[src/rtl/dram_stream_reader_if.sv]
// Bus bundle for dram_stream_reader: Avalon-MM read master, CSR slave and sample stream.
// master = the reader engine, slave = the surrounding system (DDR, CSR host, stream sink).
interface dram_stream_reader_if #(
  parameter int DATA_W = 16,
  parameter int ADDR_W = 32
);
  logic [ADDR_W-1:0] ddr_addr;
  logic              ddr_read;
  logic              ddr_waitrequest;
  logic [DATA_W-1:0] ddr_readdata;
  logic              ddr_readdatavalid;

  logic [2:0]        addr;
  logic [31:0]       writedata;
  logic              write;
  logic              read;
  logic [31:0]       readdata;

  logic [DATA_W-1:0] d_out;
  logic              vout;
  logic              d_clk;

  modport master (
    output ddr_addr, ddr_read,
    input  ddr_waitrequest, ddr_readdata, ddr_readdatavalid,
    input  addr, writedata, write, read,
    output readdata,
    output d_out, vout, d_clk
  );

  modport slave (
    input  ddr_addr, ddr_read,
    output ddr_waitrequest, ddr_readdata, ddr_readdatavalid,
    output addr, writedata, write, read,
    input  readdata,
    input  d_out, vout, d_clk
  );
endinterface

[src/rtl/dram_stream_reader.sv]
// DDR-to-stream read engine: pipelined Avalon reads into a prefetch FIFO, one sample out
// every RATE clocks, with loop/abort/restart and CSR-visible underrun/emitted counters.
module dram_stream_reader #(
  parameter int DATA_W     = 16,
  parameter int ADDR_W     = 32,
  parameter int FIFO_DEPTH = 16
) (
  input logic                 clk,
  input logic                 rst_n,
  dram_stream_reader_if.master bus
);
  localparam int AW = $clog2(FIFO_DEPTH);
  localparam int CW = AW + 1;

  typedef enum logic [2:0] {IDLE, RUN, DRAIN, DONE, FLUSH} state_t;
  state_t state, state_nxt;

  logic [31:0] base_r, len_r, step_r, rate_r;
  logic        loop_r;
  logic [31:0] sh_base, sh_len, sh_step, sh_rate;
  logic [31:0] issued, issued_inc, rate_cnt, eff_rate;
  logic [31:0] underrun, emitted, csr_rd, readdata_q;

  logic [ADDR_W-1:0] ddr_addr_q;
  logic              ddr_read_q;
  logic [DATA_W-1:0] d_out_q;
  logic              vout_q, d_clk_q;

  logic [DATA_W-1:0] mem [FIFO_DEPTH];
  logic [AW-1:0]     wr_ptr, rd_ptr;
  logic [CW-1:0]     fifo_cnt, pending;
  logic [CW:0]       occ;

  logic ctrl_wr, start_req, abort_req, start_go;
  logic accept, ret, push, pop, tick, active, fifo_empty, more, req_nxt;
  logic done, busy;

  assign ctrl_wr   = bus.write && bus.addr == 3'd4;
  assign start_req = ctrl_wr && bus.writedata[0];
  assign abort_req = ctrl_wr && bus.writedata[2];
  assign start_go  = start_req && !abort_req && (state == IDLE || state == DONE);

  assign accept     = ddr_read_q && !bus.ddr_waitrequest;
  // Stray readdatavalid with nothing outstanding (e.g. after reset) is ignored.
  assign ret        = bus.ddr_readdatavalid && pending != '0;
  assign push       = ret && state != FLUSH;
  assign fifo_empty = fifo_cnt == '0;
  assign active     = state == RUN || state == DRAIN;
  assign eff_rate   = (sh_rate == 32'd0) ? 32'd1 : sh_rate;
  assign tick       = active && rate_cnt >= eff_rate;
  assign pop        = tick && !fifo_empty;
  assign issued_inc = issued + 32'(accept);
  assign done       = state == DONE;
  assign busy       = state == RUN || state == DRAIN || state == FLUSH;

  // Budget counts the request being accepted now; pops only ever loosen it.
  assign occ     = {1'b0, fifo_cnt} + {1'b0, pending} + {{CW{1'b0}}, accept};
  assign more    = loop_r || issued_inc < sh_len;
  assign req_nxt = state == RUN && state_nxt == RUN && more && occ < (CW+1)'(FIFO_DEPTH);

  always_comb begin
    state_nxt = state;
    if (abort_req && state != IDLE) state_nxt = FLUSH;
    else begin
      case (state)
        IDLE, DONE: if (start_go) state_nxt = (len_r == 32'd0) ? DONE : RUN;
        RUN:        if (!loop_r && issued >= sh_len) state_nxt = DRAIN;
        DRAIN:      if (pending == '0 && fifo_empty) state_nxt = DONE;
        // A request stalled at abort time must still complete before going idle.
        FLUSH:      if (pending == '0 && !ddr_read_q) state_nxt = IDLE;
        default:    state_nxt = IDLE;
      endcase
    end
  end

  always_comb begin
    csr_rd = 32'hdeadbeef;
    case (bus.addr)
      3'd0: csr_rd = base_r;
      3'd1: csr_rd = len_r;
      3'd2: csr_rd = step_r;
      3'd3: csr_rd = rate_r;
      3'd5: csr_rd = {29'd0, loop_r, busy, done};
      3'd6: csr_rd = underrun;
      3'd7: csr_rd = emitted;
      default: ;
    endcase
  end

  always_ff @(posedge clk or negedge rst_n) begin
    if (!rst_n) begin
      state      <= IDLE;
      base_r     <= '0;
      len_r      <= '0;
      step_r     <= 32'd1;
      rate_r     <= 32'd1;
      loop_r     <= 1'b0;
      sh_base    <= '0;
      sh_len     <= '0;
      sh_step    <= 32'd1;
      sh_rate    <= 32'd1;
      issued     <= '0;
      rate_cnt   <= 32'd1;
      underrun   <= '0;
      emitted    <= '0;
      readdata_q <= '0;
      ddr_addr_q <= '0;
      ddr_read_q <= 1'b0;
      d_out_q    <= '0;
      vout_q     <= 1'b0;
      d_clk_q    <= 1'b0;
      wr_ptr     <= '0;
      rd_ptr     <= '0;
      fifo_cnt   <= '0;
      pending    <= '0;
    end else begin
      state <= state_nxt;

      if (bus.write) begin
        case (bus.addr)
          3'd0: base_r <= bus.writedata;
          3'd1: len_r  <= bus.writedata;
          3'd2: step_r <= bus.writedata;
          3'd3: rate_r <= bus.writedata;
          3'd4: loop_r <= bus.writedata[1];
          default: ;
        endcase
      end
      if (bus.read) readdata_q <= csr_rd;

      if (start_go) begin
        sh_base    <= base_r;
        sh_len     <= len_r;
        sh_step    <= step_r;
        sh_rate    <= rate_r;
        issued     <= '0;
        emitted    <= '0;
        ddr_addr_q <= ADDR_W'(base_r);
      end else if (accept && state == RUN) begin
        if (loop_r && issued_inc >= sh_len) begin
          ddr_addr_q <= ADDR_W'(sh_base);
          issued     <= '0;
        end else begin
          ddr_addr_q <= ddr_addr_q + ADDR_W'(sh_step);
          issued     <= issued_inc;
        end
      end
      ddr_read_q <= (ddr_read_q && bus.ddr_waitrequest) || req_nxt || (start_go && len_r != 32'd0);

      case ({accept, ret})
        2'b10:   pending <= pending + 1'b1;
        2'b01:   pending <= pending - 1'b1;
        default: ;
      endcase

      if (start_go || tick) rate_cnt <= 32'd1;
      else if (active)      rate_cnt <= rate_cnt + 32'd1;

      vout_q <= pop;
      if (pop) begin
        d_out_q <= mem[rd_ptr];
        d_clk_q <= ~d_clk_q;
        emitted <= emitted + 32'd1;
      end else if (state == IDLE) begin
        d_clk_q <= 1'b0;
      end

      if (tick && fifo_empty && state == RUN && underrun != '1) underrun <= underrun + 32'd1;
      if (bus.write && bus.addr == 3'd6) underrun <= '0;

      if (state == FLUSH) begin
        wr_ptr   <= '0;
        rd_ptr   <= '0;
        fifo_cnt <= '0;
      end else begin
        if (push) wr_ptr <= wr_ptr + 1'b1;
        if (pop)  rd_ptr <= rd_ptr + 1'b1;
        case ({push, pop})
          2'b10:   fifo_cnt <= fifo_cnt + 1'b1;
          2'b01:   fifo_cnt <= fifo_cnt - 1'b1;
          default: ;
        endcase
      end
    end
  end

  always_ff @(posedge clk) begin
    if (push) mem[wr_ptr] <= bus.ddr_readdata;
  end

  assign bus.ddr_addr = ddr_addr_q;
  assign bus.ddr_read = ddr_read_q;
  assign bus.readdata = readdata_q;
  assign bus.d_out    = d_out_q;
  assign bus.vout     = vout_q;
  assign bus.d_clk    = d_clk_q;
endmodule

[src/flat_wrapper.sv]
// flat-port wrapper written by rule: the top's interface ports become plain ports
module dram_stream_reader_flat 
#(
  parameter int DATA_W     = 16,
  parameter int ADDR_W     = 32,
  parameter int FIFO_DEPTH = 16
)
  (clk, rst_n, bus_ddr_addr, bus_ddr_read, bus_ddr_waitrequest, bus_ddr_readdata, bus_ddr_readdatavalid, bus_addr, bus_writedata, bus_write, bus_read, bus_readdata, bus_d_out, bus_vout, bus_d_clk);
  dram_stream_reader_if #(.DATA_W(DATA_W), .ADDR_W(ADDR_W)) bus_i ();
  input logic clk;
  input logic rst_n;
  output wire logic [$bits(bus_i.ddr_addr)-1:0] bus_ddr_addr;
  output wire logic [$bits(bus_i.ddr_read)-1:0] bus_ddr_read;
  input wire logic [$bits(bus_i.ddr_waitrequest)-1:0] bus_ddr_waitrequest;
  input wire logic [$bits(bus_i.ddr_readdata)-1:0] bus_ddr_readdata;
  input wire logic [$bits(bus_i.ddr_readdatavalid)-1:0] bus_ddr_readdatavalid;
  input wire logic [$bits(bus_i.addr)-1:0] bus_addr;
  input wire logic [$bits(bus_i.writedata)-1:0] bus_writedata;
  input wire logic [$bits(bus_i.write)-1:0] bus_write;
  input wire logic [$bits(bus_i.read)-1:0] bus_read;
  output wire logic [$bits(bus_i.readdata)-1:0] bus_readdata;
  output wire logic [$bits(bus_i.d_out)-1:0] bus_d_out;
  output wire logic [$bits(bus_i.vout)-1:0] bus_vout;
  output wire logic [$bits(bus_i.d_clk)-1:0] bus_d_clk;
  assign bus_ddr_addr = bus_i.ddr_addr;
  assign bus_ddr_read = bus_i.ddr_read;
  assign bus_i.ddr_waitrequest = bus_ddr_waitrequest;
  assign bus_i.ddr_readdata = bus_ddr_readdata;
  assign bus_i.ddr_readdatavalid = bus_ddr_readdatavalid;
  assign bus_i.addr = bus_addr;
  assign bus_i.writedata = bus_writedata;
  assign bus_i.write = bus_write;
  assign bus_i.read = bus_read;
  assign bus_readdata = bus_i.readdata;
  assign bus_d_out = bus_i.d_out;
  assign bus_vout = bus_i.vout;
  assign bus_d_clk = bus_i.d_clk;
  dram_stream_reader #(.DATA_W(DATA_W), .ADDR_W(ADDR_W), .FIFO_DEPTH(FIFO_DEPTH)) u_core (.clk(clk), .rst_n(rst_n), .bus(bus_i));
endmodule
[config.mk]
export PLATFORM = sky130hd
export DESIGN_NAME = dram_stream_reader_flat
export DESIGN_NICKNAME = d
export VERILOG_FILES = /design/src/rtl/dram_stream_reader_if.sv /design/src/rtl/dram_stream_reader.sv /design/src/flat_wrapper.sv
export SDC_FILE = /design/constraint.sdc
export NUM_CORES = 1
export LEC_CHECK = 0
export BUFFER_PORTS_ARGS = -buffer_cell sky130_fd_sc_hd__buf_2
export CORE_MARGIN = 5
export CORE_UTILIZATION = 30
export CTS_CLUSTER_DIAMETER = 50
export DETAILED_ROUTE_END_ITERATION = 8
export PLACE_DENSITY_LB_ADDON = 0.1
export SLEW_MARGIN = 25
export SYNTH_ARGS = -nofsm -noshare
export SYNTH_HDL_FRONTEND = slang
export SYNTH_SLANG_ARGS = --single-unit
[constraint.sdc]
create_clock -name clk -period 5.9 [get_ports clk]
set_input_delay 0.885 -clock clk [delete_from_list [all_inputs] [get_ports clk]]
set_output_delay 0.885 -clock clk [all_outputs]
set_load 0.01 [all_outputs]
After elaboration in Yosys (flattened, before gate mapping)
Memories as Yosys holds them, arrays and structs flattened. A register that Yosys moved wholly into a read port is not among the register bits.
Cells that the tools add are included.
Widths: inputs -> output; s select.
Storage, ports and cells
  memories: 1
  bits in registers: 473
  output and inout port bits: 83
  word-level logic and storage cells: 155
  RAM bits: 256
  bits of input ports: 57
Memory list
  u_core.mem: words 16, bits a word 16, read ports 1, clocked after memory_dff 1, wr ports 1, line dram_stream_reader.sv:29  | logic [DATA_W-1:0] mem [FIFO_DEPTH];
Operators by class
  order comparisons: 5
  bitwise operators: 1
  reduce and logical (&&, ||, !) cells: 62
  mux-type cells: 32
  eq/ne operators: 18
  add/subtract/negate cells: 13
Operators with widths (number)
  $mux 32: 13
  $pmux 32 s7: 1
  $add 32x1->32 const B: 3
  $ge 32x32->1: 3
  $logic_not 32->1: 2
  $add 32x1->32: 1
  $add 32x32->32: 1
  $lt 32x32->1: 1
  $ne 32x32->1 const B: 1
  $reduce_bool 32->1: 1
  $logic_and 1x1->1: 25
  $pmux 5 s2: 2
  $mux 4: 4
  $reduce_bool 2->1: 8
  $eq 3x3->1 const B: 5
  $mux 3: 5
  $eq 3x2->1 const B: 4
  $pmux 3 s4: 1
  $add 5x1->5 const B: 2
  $logic_not 5->1: 2
  $reduce_and 2->1: 5
  $sub 5x1->5 const B: 2
  $eq 3x1->1 const B: 3
  $add 4x1->4 const B: 2
  other kinds (16): 34

Logic depth before layout (Yosys ltp)
  depth in word-level cells: 15
  depth in mapped cells: 22
  mapped depth without buffers: 21

Worst setup path before layout
Ideal clock, no wire load.
  kind: input-to-reg
  from: in bus_ddr_waitrequest
  to: reg u_core.issued[1]
  arrival: 4.697 ns
  stages on the path: 20
  setup time: 0.121 ns
  required time: 5.779 ns
  path buffers: 2
  path slack: 1.082 ns
  cells stage by stage: nand2b_1 > inv_1 > ha_1 > ha_1 > nand2_1 > nor2_2 > nand3_1 > nor3b_1 > nand3_1 > xnor2_1 > ha_1 > nand4_1 > nor2_1 > nand2_1 > o31a_1 > o2111a_1 > or2_2 > buf_2 > buf_1 > a22o_1
On the way
  longest elaborated chain between the ends: 8
  elaborated cells on any way between the ends: 10
  classes of those cells: 1 x add/sub; 1 x order compare; 3 x mux; 5 x reduce/logical
RTL lines
  start, declared: line flat_wrapper.sv:14  | input wire logic [$bits(bus_i.ddr_waitrequest)-1:0] bus_ddr_waitrequest;
  $logic_not 1->1 *: line dram_stream_reader.sv:43  | assign accept = ddr_read_q && !bus.ddr_waitrequest;
  $logic_and 1x1->1 *: line dram_stream_reader.sv:43
  $add 32x1->32: line dram_stream_reader.sv:52  | assign issued_inc = issued + 32'(accept);
  $ge 32x32->1: line dram_stream_reader.sv:140  | if (loop_r && issued_inc >= sh_len) begin
  $logic_and 1x1->1: line dram_stream_reader.sv:140
  $mux 32: line dram_stream_reader.sv:140
  $mux 32: line dram_stream_reader.sv:139  | end else if (accept && state == RUN) begin
  $mux 32: line dram_stream_reader.sv:131  | if (start_go) begin
  end signal, assigned: line dram_stream_reader.sv:145  | issued <= issued_inc;
  end, declared: line dram_stream_reader.sv:21  | logic [31:0] issued, issued_inc, rate_cnt, eff_rate;
Mark *: on every way between the ends. The rest lies on a longest branch, timed or not. The select of a mux whose other input is x is not followed.
A chain may end at the register's enable or synchronous reset.

Worst setup path after layout
  from: reg u_core.ddr_read_q (netlist: u_core.bus.ddr_read)
  to: reg u_core.ddr_addr_q[30] (netlist: u_core.bus.ddr_addr[30])
On the way
  longest elaborated chain between the ends: 7
  elaborated cells on any way between the ends: 9
  classes of those cells: 1 x add/sub; 1 x order compare; 3 x mux; 4 x reduce/logical
RTL lines
  start, declared: line dram_stream_reader.sv:25  | logic ddr_read_q;
  start signal, assigned: line dram_stream_reader.sv:148  | ddr_read_q <= (ddr_read_q && bus.ddr_waitrequest) || req_nxt || (start_go && len_r != 32'd0);
  $logic_and 1x1->1 *: line dram_stream_reader.sv:43
  $add 32x1->32: line dram_stream_reader.sv:52
  $ge 32x32->1: line dram_stream_reader.sv:140
  $logic_and 1x1->1: line dram_stream_reader.sv:140
  $mux 32: line dram_stream_reader.sv:140
  $mux 32: line dram_stream_reader.sv:139
  $mux 32: line dram_stream_reader.sv:131
  end signal, assigned: line dram_stream_reader.sv:138  | ddr_addr_q <= ADDR_W'(base_r);
  end signal, assigned: line dram_stream_reader.sv:141  | ddr_addr_q <= ADDR_W'(sh_base);
  end signal, assigned: line dram_stream_reader.sv:144  | ddr_addr_q <= ddr_addr_q + ADDR_W'(sh_step);
  end, declared: line dram_stream_reader.sv:24  | logic [ADDR_W-1:0] ddr_addr_q;
Marks and branches as above.

==> results by group <==
Cells and area
  – Post-route cell area: 0.0424 mm²
  – Area delta synth->final: 17.6%
  – Final non-filler cell total: 5,017
  – Share of layout cells above drive strength 1: 0.190
  – Core Util, Final: 0.355
  – Fillers: 11,900
  – Final net count: approximately 3,500

CTS
  – Post-CTS resize count: 0
  – Clock transition at the registers of the reported paths: approximately 60 ps
  – Bufs on Longest Clock Path: 3
  – Root buffer selected by CTS: clkbuf_16
  – # H-tree levels: 3
  – Hold_buf cts: 0
  – Sink Count: 745
  – Clk_lat worst skew: 740 ps
  – Setup repair bufs after CTS: 0
  – Total CTS buffers: approximately 110
  – CTS tree: yes

Floorplanning
  – CORE AREA: between 0.1 and 0.15 mm²
  – Ports: between 100 and 150
  – Chip Height: 357 µm
  – Rows: 127
  – Die width: roughly 360 µm
  – Die area: about 0.13 mm²
  – Starting Density: 0.301

Flow run
  – Max-cap violations: 0

Power
  – Worst VDD drop: ~0.28 mV
  – Power per cell area: 402 mW/mm²
  – Leak pwr: 17.9 nW
  – Total Power: between 15 and 20 mW

Worst setup path
  – Data arrival, critical path: 5730 ps
  – Worst reg2reg path depth: 20
  – CP Class: reg2reg
  – Crit path required time: 6490 ps
  – Setup crit start kind: flip-flop
  – Crit Path Max Fanout: 10
  – Setup crit end kind: flip-flop

STA
  – Fmax: 0.194 GHz
  – Setup TNS: 0 ps
  – RSZ-0062 raised after global routing: no
  – Hold slack: 134 ps
  – Slew @ Worst Pin: 991 ps
  – Tmin final: 5150 ps
  – Slew Limit Fails: 0
  – Clock Skew: 56.1 ps
  – Setup ws final: 753 ps
  – Final Cycle Share: 0.872
  – Final Setup Violations: 0
  – Slew HR: 0.339
  – Hold Vio Cnt, Final: 0

Yosys
  – Adder-cell share of the synthesized area: 0.0537
  – Post-synthesis simple-gate area fraction: 0.126
  – Syn_nets: 3,380
  – Yosys warning count: 0
  – Compound-Gate Fraction of Synth Area: 0.102
  – EDFF count, synth: 256
  – Yosys cell types: 80
  – Post-synth top area cell: dfrtp_1
  – Largest cells by area after synthesis: dfrtp_1 (34%), edfxtp_1 (21%), nand2_1 (5.3%), mux4_2 (5.2%), ha_1 (5.2%)
  – Top-area cell type share of the netlist area: 0.336
  – Post-synthesis cell area: 0.0361 mm²
  – Post-synthesis sequential area ratio: 0.553
  – Top FF cell, synth: dfrtp_1
  – Synth Register Bits: 745
  – Post-synthesis mux area share: 0.109
  – Post-Synth XOR/XNOR Area: 0.0270
  – Avg Synthesized Cell Area: 11.4 µm²
  – Main combinational cell family by area after synthesis: simple AND/OR/NAND/NOR gates
  – Asr flop ratio synth: 0.656
  – Post-synthesis cell count: about 3,200

Placement
  – Area post-placement: 0.0387 mm²
  – Dpl ws: 136 ps
  – DP Cell Count: 4,810
  – PortBufs: around 140
  – Dpl hpwl: 82,200 µm
  – RD Place Congestion: 0.858

Routing
  – Routed length per placed instance: 23.6 µm
  – Drt drc: 0
  – WL met3: 7180 µm
  – TritonRoute pass-1 iters: 6
  – Wire length on met2: 51,800 µm
  – Drt total wl: 118,000 µm
  – Number of DRC markers in iteration 0: 1,935
  – Vias: 25,700
  – Highest metal used: met5
  – Met1 wire length: 56,500 µm
  – Vias per std cell: 5.13
  – ANT nets after route: 0

Status
  – Status: finished, final reports clean

Global routing
  – Initial antenna violation count: 11
  – Vias in the first global route: about 26,000
  – GRT Resource Usage Total: 0.184
  – First-pass GRT wire length: around 180,000 µm
  – Grt ovf: 0
  – Largest net degree at the start of global routing: 135

Hold path
  – Hold WC Path Type: in2async
==> where the power goes <==
group | switching (mW) | leakage [nW] | internal (mW)
Combinational | 1.95 | 7.74 | 1.31
Clock | 2.64 | 1.76 | 3.88
Sequential | 0.984 | 8.42 | 6.29
Total | 5.57 | 17.9 | 11.5
==> worst max-delay path: stages (launching register included) <==
cell,delay (ps)
dfrtp_1,390
nand2b_1,120
inv_1,130
ha_1,200
nand3_1,120
nor2_1,320
and2_1,330
nand2_2,140
nor2_2,260
nand3_1,190
xnor2_1,170
ha_1,320
nand4_1,140
nor4_1,490
nand4_1,180
o31a_1,160
o21ai_0,100
o21ai_2,140
nor2_1,750
a222oi_1,190
o21ai_0,160
==> logic make-up after synthesis <==
logic type,after synthesis
AOI/OAI and AO/OA,598
adders and majority gates,153
DFF,745
xor gates and xnor gates,111
and+or+nand+nor,1026
buffers and inverters,267
muxes,270
==> sequential cells by signal (all words and copies together), names as in the netlist, 3 cells and up <==
register             flops
u_core.base_r           32
u_core.bus.d_out        16
u_core.bus.ddr_addr     32
u_core.bus.readdata     32
u_core.emitted          32
u_core.fifo_cnt          5
u_core.issued           32
u_core.len_r            32
u_core.mem             256
u_core.pending           5
u_core.rate_cnt         32
u_core.rate_r           32
u_core.rd_ptr            4
u_core.sh_base          32
u_core.sh_len           32
u_core.sh_rate          32
u_core.sh_step          32
u_core.state             3
u_core.step_r           32
u_core.underrun         32
u_core.wr_ptr            4
==> cells in the mapped netlist, drive strengths merged (76+ instances only) <==
cell	count
nand2	515
mux2	133
a21oi	138
inv	106
ha	150
clkbuf	104
o21ai	242
dfrtp	484
mux4	84
nand3	76
edfxtp	256
nor2	212
==> cell usage in the layout, fill, tap and decap left out, types with 42 or more instances in the layout <==
cell type and n:
xnor2_1 42, nor2_1 192, xor2_1 69, buf_2 138
buf_4 46, ha_1 150, nand4_1 53, nand2_1 512
edfxtp_1 256, mux2_2 133, o21ai_0 226, inv_1 105
mux4_2 84, dfrtp_1 480, clkbuf_16 108, mux2i_1 53
nand3_1 74, a21oi_1 137
==> final cells by class <==
cell class              instances  area (µm²)  area share
diodes                          5        12.5    0.000295
clock buffers                 141        2980      0.0702
clock inverters                60         731      0.0172
inverters                     106         398     0.00938
multi-input cells            2158       15200       0.358
flip-flops and latches        745       19900       0.470
well taps                    1612        2020      0.0475
repair buffers                190        1160      0.0273
==> layer usage <==
| metal | vias up | GRT usage |
|---|---|---|
| met3 | 161 | 0.0412 |
| li1 | 11800 | - |
| met2 | 685 | 0.277 |
| met5 | - | 0 |
| met1 | 13100 | 0.269 |
| met4 | 6 | 0.0463 |
==> worst paths after layout <==
| kind | slack [ps] | start | to |
|---|---|---|---|
| min reg2reg | 460 | u_core.sh_base[4] | u_core.sh_base[4] |
| min in group clk | 420 | bus_writedata[15] | u_core.len_r[15] |
| min | 130 | rst_n | u_core.issued[29] |
| max reg2reg | 750 | u_core.bus.ddr_read | u_core.bus.ddr_addr[30] |
| max in group asynchronous | 4420 | rst_n | u_core.bus.readdata[2] |
| max | 750 | u_core.bus.ddr_read | u_core.bus.ddr_addr[30] |
(Power assumes the default switching activity.)
